**src/rtl/bullet_hit_judge_if.sv**
```systemverilog
// Hit-mask report channel from the bullet hit judge to the enemy controller.
`ifndef GAME_STATUS_BIT_LEN
`define GAME_STATUS_BIT_LEN 2
`endif
`ifndef GAME_STATUS_RUN
`define GAME_STATUS_RUN 2'd1
`endif

interface bullet_hit_judge_if #(
    parameter int ENEMY_NUM = 4
);
    logic [ENEMY_NUM-1:0] hit_mask;
    logic                 hit_valid;
    logic                 hit_ready;

    modport master (
        output hit_mask,
        output hit_valid,
        input  hit_ready
    );

    modport slave (
        input  hit_mask,
        input  hit_valid,
        output hit_ready
    );
endinterface

```
**src/rtl/bullet_hit_judge.sv**
```systemverilog
// Per-pixel bullet/enemy collision, per-frame hit-mask reporting and
// saturating score keeping for the player bullet layer.
`ifndef GAME_STATUS_BIT_LEN
`define GAME_STATUS_BIT_LEN 2
`endif
`ifndef GAME_STATUS_RUN
`define GAME_STATUS_RUN 2'd1
`endif

module bullet_hit_judge #(
    parameter int ENEMY_NUM     = 4,
    parameter int SCORE_WIDTH   = 14,
    parameter int SCORE_PER_HIT = 1,
    parameter int SCORE_MAX     = 9999
) (
    input  logic                            clk_vga,
    input  logic                            rst,
    input  logic [`GAME_STATUS_BIT_LEN-1:0] game_status_i,
    input  logic                            frame_start_i,
    input  logic                            frame_end_i,
    input  logic                            bullet_alpha_i,
    input  logic [ENEMY_NUM-1:0]            enemy_alpha_i,
    input  logic                            score_clr_i,
    output logic                            crash_enemy_bullet_o,
    bullet_hit_judge_if.master              hit_if,
    output logic [SCORE_WIDTH-1:0]          score_o,
    output logic                            report_drop_o
);

    localparam int SUM_W = SCORE_WIDTH + 4;
    localparam logic [SUM_W-1:0] PER_HIT_W = SUM_W'(SCORE_PER_HIT);
    localparam logic [SUM_W-1:0] MAX_W     = SUM_W'(SCORE_MAX);

    typedef enum logic [1:0] {
        IDLE,
        SCAN,
        REPORT
    } state_e;

    state_e               state_q, state_d;
    logic [ENEMY_NUM-1:0] acc_q, acc_d;
    logic [ENEMY_NUM-1:0] mask_q, mask_d;
    logic                 valid_q, valid_d;
    logic                 drop_q, drop_d;
    logic [SCORE_WIDTH-1:0] score_q, score_d;

    logic                 run;
    logic                 handshake;
    logic [ENEMY_NUM-1:0] hit_vec;
    logic [ENEMY_NUM-1:0] acc_final;
    logic [SUM_W-1:0]     pop;
    logic [SUM_W-1:0]     sum;

    assign run       = (game_status_i == `GAME_STATUS_RUN);
    assign handshake = valid_q & hit_if.hit_ready;
    assign hit_vec   = {ENEMY_NUM{bullet_alpha_i}} & enemy_alpha_i;
    // A frame_start pixel clears first, so its own hits land in the fresh frame.
    assign acc_final = (frame_start_i ? '0 : acc_q) | hit_vec;

    // Zero-latency collision flag, aligned with the bullet block's pixel.
    assign crash_enemy_bullet_o = run & bullet_alpha_i & (|enemy_alpha_i);

    assign hit_if.hit_mask  = mask_q;
    assign hit_if.hit_valid = valid_q;
    assign score_o          = score_q;
    assign report_drop_o    = drop_q;

    // Score increment: popcount of the reported mask, widened so it never wraps.
    always_comb begin
        pop = '0;
        for (int unsigned i = 0; i < ENEMY_NUM; i++) begin
            pop = pop + SUM_W'(mask_q[i]);
        end
        sum = SUM_W'(score_q) + pop * PER_HIT_W;
    end

    // Next-state logic for the frame accumulator, report FSM and score.
    always_comb begin
        state_d = state_q;
        acc_d   = acc_q;
        mask_d  = mask_q;
        valid_d = valid_q;
        drop_d  = drop_q;
        score_d = score_q;

        if (!run) begin
            // Leaving RUN abandons any pending report without flagging a drop.
            acc_d   = '0;
            mask_d  = '0;
            valid_d = 1'b0;
            state_d = IDLE;
        end else begin
            acc_d = acc_final;
            unique case (state_q)
                IDLE: begin
                    state_d = SCAN;
                end
                SCAN: begin
                    if (frame_end_i) begin
                        acc_d = '0;
                        if (acc_final != '0) begin
                            mask_d  = acc_final;
                            valid_d = 1'b1;
                            state_d = REPORT;
                        end
                    end
                end
                REPORT: begin
                    if (handshake) begin
                        valid_d = 1'b0;
                        state_d = SCAN;
                    end
                    if (frame_end_i) begin
                        acc_d = '0;
                        if (acc_final != '0) begin
                            if (handshake) begin
                                // Back-to-back: the slot frees this cycle, reload it.
                                mask_d  = acc_final;
                                valid_d = 1'b1;
                                state_d = REPORT;
                            end else begin
                                drop_d = 1'b1;
                            end
                        end
                    end
                end
                default: begin
                    state_d = IDLE;
                end
            endcase
        end

        if (score_clr_i) begin
            score_d = '0;
        end else if (handshake) begin
            if (sum > MAX_W) begin
                score_d = SCORE_WIDTH'(MAX_W);
            end else begin
                score_d = SCORE_WIDTH'(sum);
            end
        end
    end

    // All state registers with synchronous active-high reset.
    always_ff @(posedge clk_vga) begin
        if (rst) begin
            state_q <= IDLE;
            acc_q   <= '0;
            mask_q  <= '0;
            valid_q <= 1'b0;
            drop_q  <= 1'b0;
            score_q <= '0;
        end else begin
            state_q <= state_d;
            acc_q   <= acc_d;
            mask_q  <= mask_d;
            valid_q <= valid_d;
            drop_q  <= drop_d;
            score_q <= score_d;
        end
    end

endmodule

```
**src/flat_wrapper.sv**
```systemverilog
// flat-port wrapper written by rule: the top's interface ports become plain ports
module bullet_hit_judge_flat 
#(
    parameter int ENEMY_NUM     = 4,
    parameter int SCORE_WIDTH   = 14,
    parameter int SCORE_PER_HIT = 1,
    parameter int SCORE_MAX     = 9999
)
  (clk_vga, rst, game_status_i, frame_start_i, frame_end_i, bullet_alpha_i, enemy_alpha_i, score_clr_i, crash_enemy_bullet_o, score_o, report_drop_o, hit_if_hit_mask, hit_if_hit_valid, hit_if_hit_ready);
  bullet_hit_judge_if #(.ENEMY_NUM(ENEMY_NUM)) hit_if_i ();
  input  logic clk_vga;
  input  logic rst;
  input  logic [`GAME_STATUS_BIT_LEN-1:0] game_status_i;
  input  logic frame_start_i;
  input  logic frame_end_i;
  input  logic bullet_alpha_i;
  input  logic [ENEMY_NUM-1:0] enemy_alpha_i;
  input  logic score_clr_i;
  output logic crash_enemy_bullet_o;
  output logic [SCORE_WIDTH-1:0] score_o;
  output logic report_drop_o;
  output wire logic [$bits(hit_if_i.hit_mask)-1:0] hit_if_hit_mask;
  output wire logic [$bits(hit_if_i.hit_valid)-1:0] hit_if_hit_valid;
  input wire logic [$bits(hit_if_i.hit_ready)-1:0] hit_if_hit_ready;
  assign hit_if_hit_mask = hit_if_i.hit_mask;
  assign hit_if_hit_valid = hit_if_i.hit_valid;
  assign hit_if_i.hit_ready = hit_if_hit_ready;
  bullet_hit_judge #(.ENEMY_NUM(ENEMY_NUM), .SCORE_WIDTH(SCORE_WIDTH), .SCORE_PER_HIT(SCORE_PER_HIT), .SCORE_MAX(SCORE_MAX)) u_core (.clk_vga(clk_vga), .rst(rst), .game_status_i(game_status_i), .frame_start_i(frame_start_i), .frame_end_i(frame_end_i), .bullet_alpha_i(bullet_alpha_i), .enemy_alpha_i(enemy_alpha_i), .score_clr_i(score_clr_i), .crash_enemy_bullet_o(crash_enemy_bullet_o), .hit_if(hit_if_i), .score_o(score_o), .report_drop_o(report_drop_o));
endmodule
```
**config.mk**
```make
export PLATFORM = sky130hd
export DESIGN_NAME = bullet_hit_judge_flat
export DESIGN_NICKNAME = d
export VERILOG_FILES = /design/src/rtl/bullet_hit_judge_if.sv /design/src/rtl/bullet_hit_judge.sv /design/src/flat_wrapper.sv
export SDC_FILE = /design/constraint.sdc
export NUM_CORES = 1
export LEC_CHECK = 0
export ABC_AREA = 1
export CORE_MARGIN = 1
export CORE_UTILIZATION = 52
export DETAILED_ROUTE_END_ITERATION = 6
export MAX_ROUTING_LAYER = met4
export PLACE_DENSITY_LB_ADDON = 0.3
export SLEW_MARGIN = 20
export SYNTH_ARGS = -nofsm -noshare
export SYNTH_HDL_FRONTEND = slang
export SYNTH_SLANG_ARGS = --single-unit
```
**constraint.sdc**
```tcl
create_clock -name clk_vga -period 4.6 [get_ports clk_vga]
set_clock_uncertainty 0.05 [all_clocks]
set_input_delay 1.38 -clock clk_vga [delete_from_list [all_inputs] [get_ports clk_vga]]
set_output_delay 1.38 -clock clk_vga [all_outputs]
set_load 0.02 [all_outputs]
```
Word level (Yosys, flattened, before mapping)
Cells that the tools add are included.

word-level totals
  register bits = 26
  output and inout port bits = 21
  input port bits = 13
  logic and storage cells = 61

cells by class
  equality and inequality tests = 8
  $lt $le $gt $ge = 1
  bitwise gates (word level) = 7
  reduce and logical (&&, ||, !) cells = 11
  add/sub/neg operators = 4
  mux-type cells = 24

operators with widths
  operator                count
  $add A18 B1 Y18         2
  $mux W4                 8
  $add A14 B18 Y18        1
  $gt A18 B14 Y1 const B  1
  $mux W14                1
  $mux W2                 6
  $pmux W4 S2             1
  $mux W1                 6
  $ne A2 B1 Y1 const B    3
  $pmux W2 S3             1
  $reduce_and A6 Y1       1
  $reduce_or A2 Y1        3
  $reduce_and A5 Y1       1
  $and A4 B4 Y4           1
  $eq A2 B1 Y1 const B    2
  $ne A2 B2 Y1 const B    2
  $or A4 B4 Y4            1
  $reduce_bool A4 Y1      1
  $reduce_or A4 Y1        1
  $and A1 B1 Y1           3
  $reduce_and A3 Y1       1
  $add A1 B1 Y2           1
  $eq A2 B2 Y1 const B    1
  $logic_not A2 Y1        1
  other kinds (4)         5

Longest topological paths before layout
Gate-level depths: netlist of run 1.

  word-level depth = 6
  depth in mapped cells = 21
  mapped depth without buffers = 21

Least setup slack after synthesis of run 1
No wires, ideal clock.

  kind = input port to output port
  start point = input port game_status_i[0]
  end point = output port crash_enemy_bullet_o
  data arrival time = 1.835 ns
  required time = 3.170 ns
  stages on the path = 4
  buffers on the path = 0
  setup slack = 1.335 ns
  cell sequence = inv_1 nor2_1 nand2_1 nor2_1

on the way
  longest elaborated chain between the ends = 3

ends and longest elaborated chain
  what                         RTL line                RTL
  start, declared              flat_wrapper.sv:13      input logic [`GAME_STATUS_BIT_LEN-1:0] game_status_i;
  $eq A2 B1 Y1 (no line)       -
  $and A1 B1 Y1 (2 in series)  bullet_hit_judge.sv:61  assign crash_enemy_bullet_o = run & bullet_alpha_i & (|enemy_alpha_i);
  end, declared                flat_wrapper.sv:19      output logic crash_enemy_bullet_o;

No other way between the ends.

Final worst setup path of run 1
Same ends and word-level chain as after synthesis.

==> results of run 1 <==
-- synthesized netlist by cell type --
cell type | count | area share [%]
a21boi_0 | 1 | 0.43
a21oi_1 | 13 | 3.7
a21oi_2 | 1 | 0.50
a22oi_1 | 4 | 1.7
clkbuf_1 | 2 | 0.43
dfxtp_1 | 26 | 30
fa_1 | 2 | 2.3
ha_1 | 9 | 6.4
inv_1 | 35 | 7.5
inv_2 | 3 | 0.64
nand2_1 | 69 | 15
nand2_2 | 6 | 2.1
nand2_4 | 1 | 0.64
nand3_1 | 20 | 5.7
nand3_2 | 1 | 0.57
nand3b_1 | 1 | 0.43
nand4_1 | 10 | 3.6
nand4_2 | 1 | 0.71
nor2_1 | 35 | 7.5
nor2_2 | 2 | 0.71
nor2_4 | 3 | 1.9
nor3_1 | 2 | 0.57
nor4_1 | 1 | 0.36
o211ai_1 | 2 | 0.85
o21ai_0 | 9 | 2.6
o21ai_2 | 2 | 1.0
o21bai_1 | 4 | 1.7
o21bai_2 | 1 | 0.64
xor2_1 | 1 | 0.50
-- registers in the layout, summed over array words and instances (netlist names) --
name	cells
u_core.hit_if.hit_mask	4
u_core.report_drop_o	1
u_core.hit_if.hit_valid	1
u_core.score_o	14
u_core.state_q	2
u_core.acc_q	4
-- layer usage --
metal	global-route usage [%]	up-vias	wire (um)
li1	-	938	-
met1	36.4	808	1980
met2	36.9	51	1710
met3	2.60	7	174
met4	7.97	0	70
met5	-	-	0
-- critical path: cells and delay by family --
| family | cells | cell delay (ns) |
|---|---|---|
| buffers and inverters | 3 | 1.12 |
| AND/OR/NAND/NOR | 3 | 0.25 |
-- cell type report --
cell class	count	area (um^2)	area share [%]
inverter	38	143	6.55
sequential	26	520	23.9
timing repair buffer	34	338	15.5
multi-input combinational	201	1090	49.9
clock buffer	4	36.3	1.67
tap	44	55.1	2.53
-- through the flow --
stage | total power (W) | worst slack [ns] | hold WS [ns]
final | 0.000388 | 0.423 | 0.427
after global placement | 0.000271 | 0.415 | 0.398
after floorplan | 0.000252 | 1.33 | 0.425
after CTS | 0.000393 | 0.416 | 0.424
after detailed placement | 0.000272 | 0.428 | 0.396
after global routing | 0.000408 | 0.338 | 0.446
-- worst paths after layout --
kind,from,to,slack [ns],cells past startpoint
hold reg to reg,u_core.report_drop_o,u_core.report_drop_o,0.43,2
setup / recovery,game_status_i[0],crash_enemy_bullet_o,0.42,6
hold / removal,u_core.report_drop_o,u_core.report_drop_o,0.43,2
setup reg to reg,u_core.hit_if.hit_mask[0],u_core.score_o[0],1.34,20
-- power breakdown --
| part | switching (W) | total [W] | internal [W] | leakage, nW |
|---|---|---|---|---|
| clock | 0.0000729 | 0.000121 | 0.0000486 | 0.0210 |
| combinational | 0.0000200 | 0.0000382 | 0.0000182 | 0.667 |
| sequential | 0.00000159 | 0.000229 | 0.000227 | 0.210 |
-- cell families (layout without fill, tap and decap cells) --
group | Yosys count | count (layout) | share of synthesized area, %
and+or+nand+nor | 152 | 152 | 39.5
buffers and inverters | 40 | 76 | 8.55
AOI/OAI and AO/OA | 37 | 37 | 13.1
DFF | 26 | 26 | 29.6
adders and majority gates | 11 | 11 | 8.69
xor gates and xnor gates | 1 | 1 | 0.499
==> impl_metrics.tcl, run 1 <==
set metrics [dict create \
    cp_data_required_time_ns 3.17 \
    cts_buffer_depth 2 \
    setup_viol 0 \
    dpl.cell_count 343 \
    place_congestion 0.915 \
    nFillCells 289 \
    postCtsSetupBuffers 0 \
    hold_path.class "reg2reg" \
    grt_max_degree 17 \
    ys.warnings.count 0 \
    drc_errors 0 \
    hpwl_um 3040 \
    cap_violations 0 \
    fmax_mhz 239 \
    drtIter0Drc 88 \
    firstDrtPassIters 4 \
    ir_drop_mv 0.116 \
    ant_nets 0 \
    crit_chain "clkdlybuf4s50_1 > inv_1 > nor2_1 > nand2_1 > nor2_1 > clkdlybuf4s50_1" \
    power_density_nw_per_um2 178 \
    dpl_cell_area_um2 2140 \
    final_core_util_pct 69.6 \
    syn2layout_area_growth_pct 24.0 \
    cts_hold_buf 0 \
    dieArea_um2 3610 \
    end_kind "output port" \
    ys_types 29 \
    drv_slew 0 \
    insertedDiodeCount 0 \
    antenna_found_initial 0 \
    crit_fanout 3 \
    grt_util_all_layers_pct 25.4 \
    std_cell_rows 20 \
    fin_tns_setup_ns 0 \
    portBuffers 33 \
    avgSynthCellArea_um2 6.58 \
    ys_seq_area_share_pct 29.6 \
    final_common_cell "nand2_1" \
    fin_crit_sh_pct 90.8 \
    hold_violations 0 \
    clock_latency_ns 0.34 \
    start_kind "primary input" \
    finalWirelength_um 3940 \
    synth-seq-cells 26 \
    cts_root_buf "clkbuf_4" \
    drive_above_1_share_pct 8.58 \
    cts.sinks 26 \
    stdcell_count 347 \
    via_per_inst 5.20 \
    postSynthCellCount 267 \
    dieWidth_um 60.1 \
    syn_area_um2 1760 \
    grt_pass1_vias 1541 \
    cp_slowest_cell "clkdlybuf4s50_1" \
    wl_per_cell_um 11.4 \
    slowest_delay_ns 0.61 \
    cts_resized 0 \
    crit_type "in2out" \
    num_vias 1804 \
    grt_pass1_wl_um 6730 \
    cellLeakagePower_nw 0.898 \
    syn_nets 291 \
    initial_core_util_pct 56.2 \
    core_um2 3130 \
    fin_crit_ns 4.18 \
    rsz0062_at_grt "no" \
    mostFrequentLayoutCells "nand2_1, inv_1, nor2_1" \
    worst_slew_pin_slew_ns 0.737 \
    slew-limit-headroom_pct 50.5 \
    htreeDepth 1 \
    finalInstanceArea_um2 2180 \
    cts_buffers 3 \
    die_y_um 60.1 \
    cts_tree "done" \
    status "completed" \
    fin_nets 328 \
    grt_overflow 0 \
    boundaryPins 34 \
    critPathArrivalTime_ns 2.75 \
    clk_pin_slew_ns 0.14 \
]
(Power assumes the default switching activity.)
==> inputs of run 2 (changes only) <==
--- a/config.mk
+++ b/config.mk
@@ -11,7 +11,6 @@
 export DETAILED_ROUTE_END_ITERATION = 6
 export MAX_ROUTING_LAYER = met4
 export PLACE_DENSITY_LB_ADDON = 0.3
-export SLEW_MARGIN = 20
 export SYNTH_ARGS = -nofsm -noshare
 export SYNTH_HDL_FRONTEND = slang
 export SYNTH_SLANG_ARGS = --single-unit
==> results of run 2 <==
No change in the layout: final DEF, timing and power equal those of run 1.
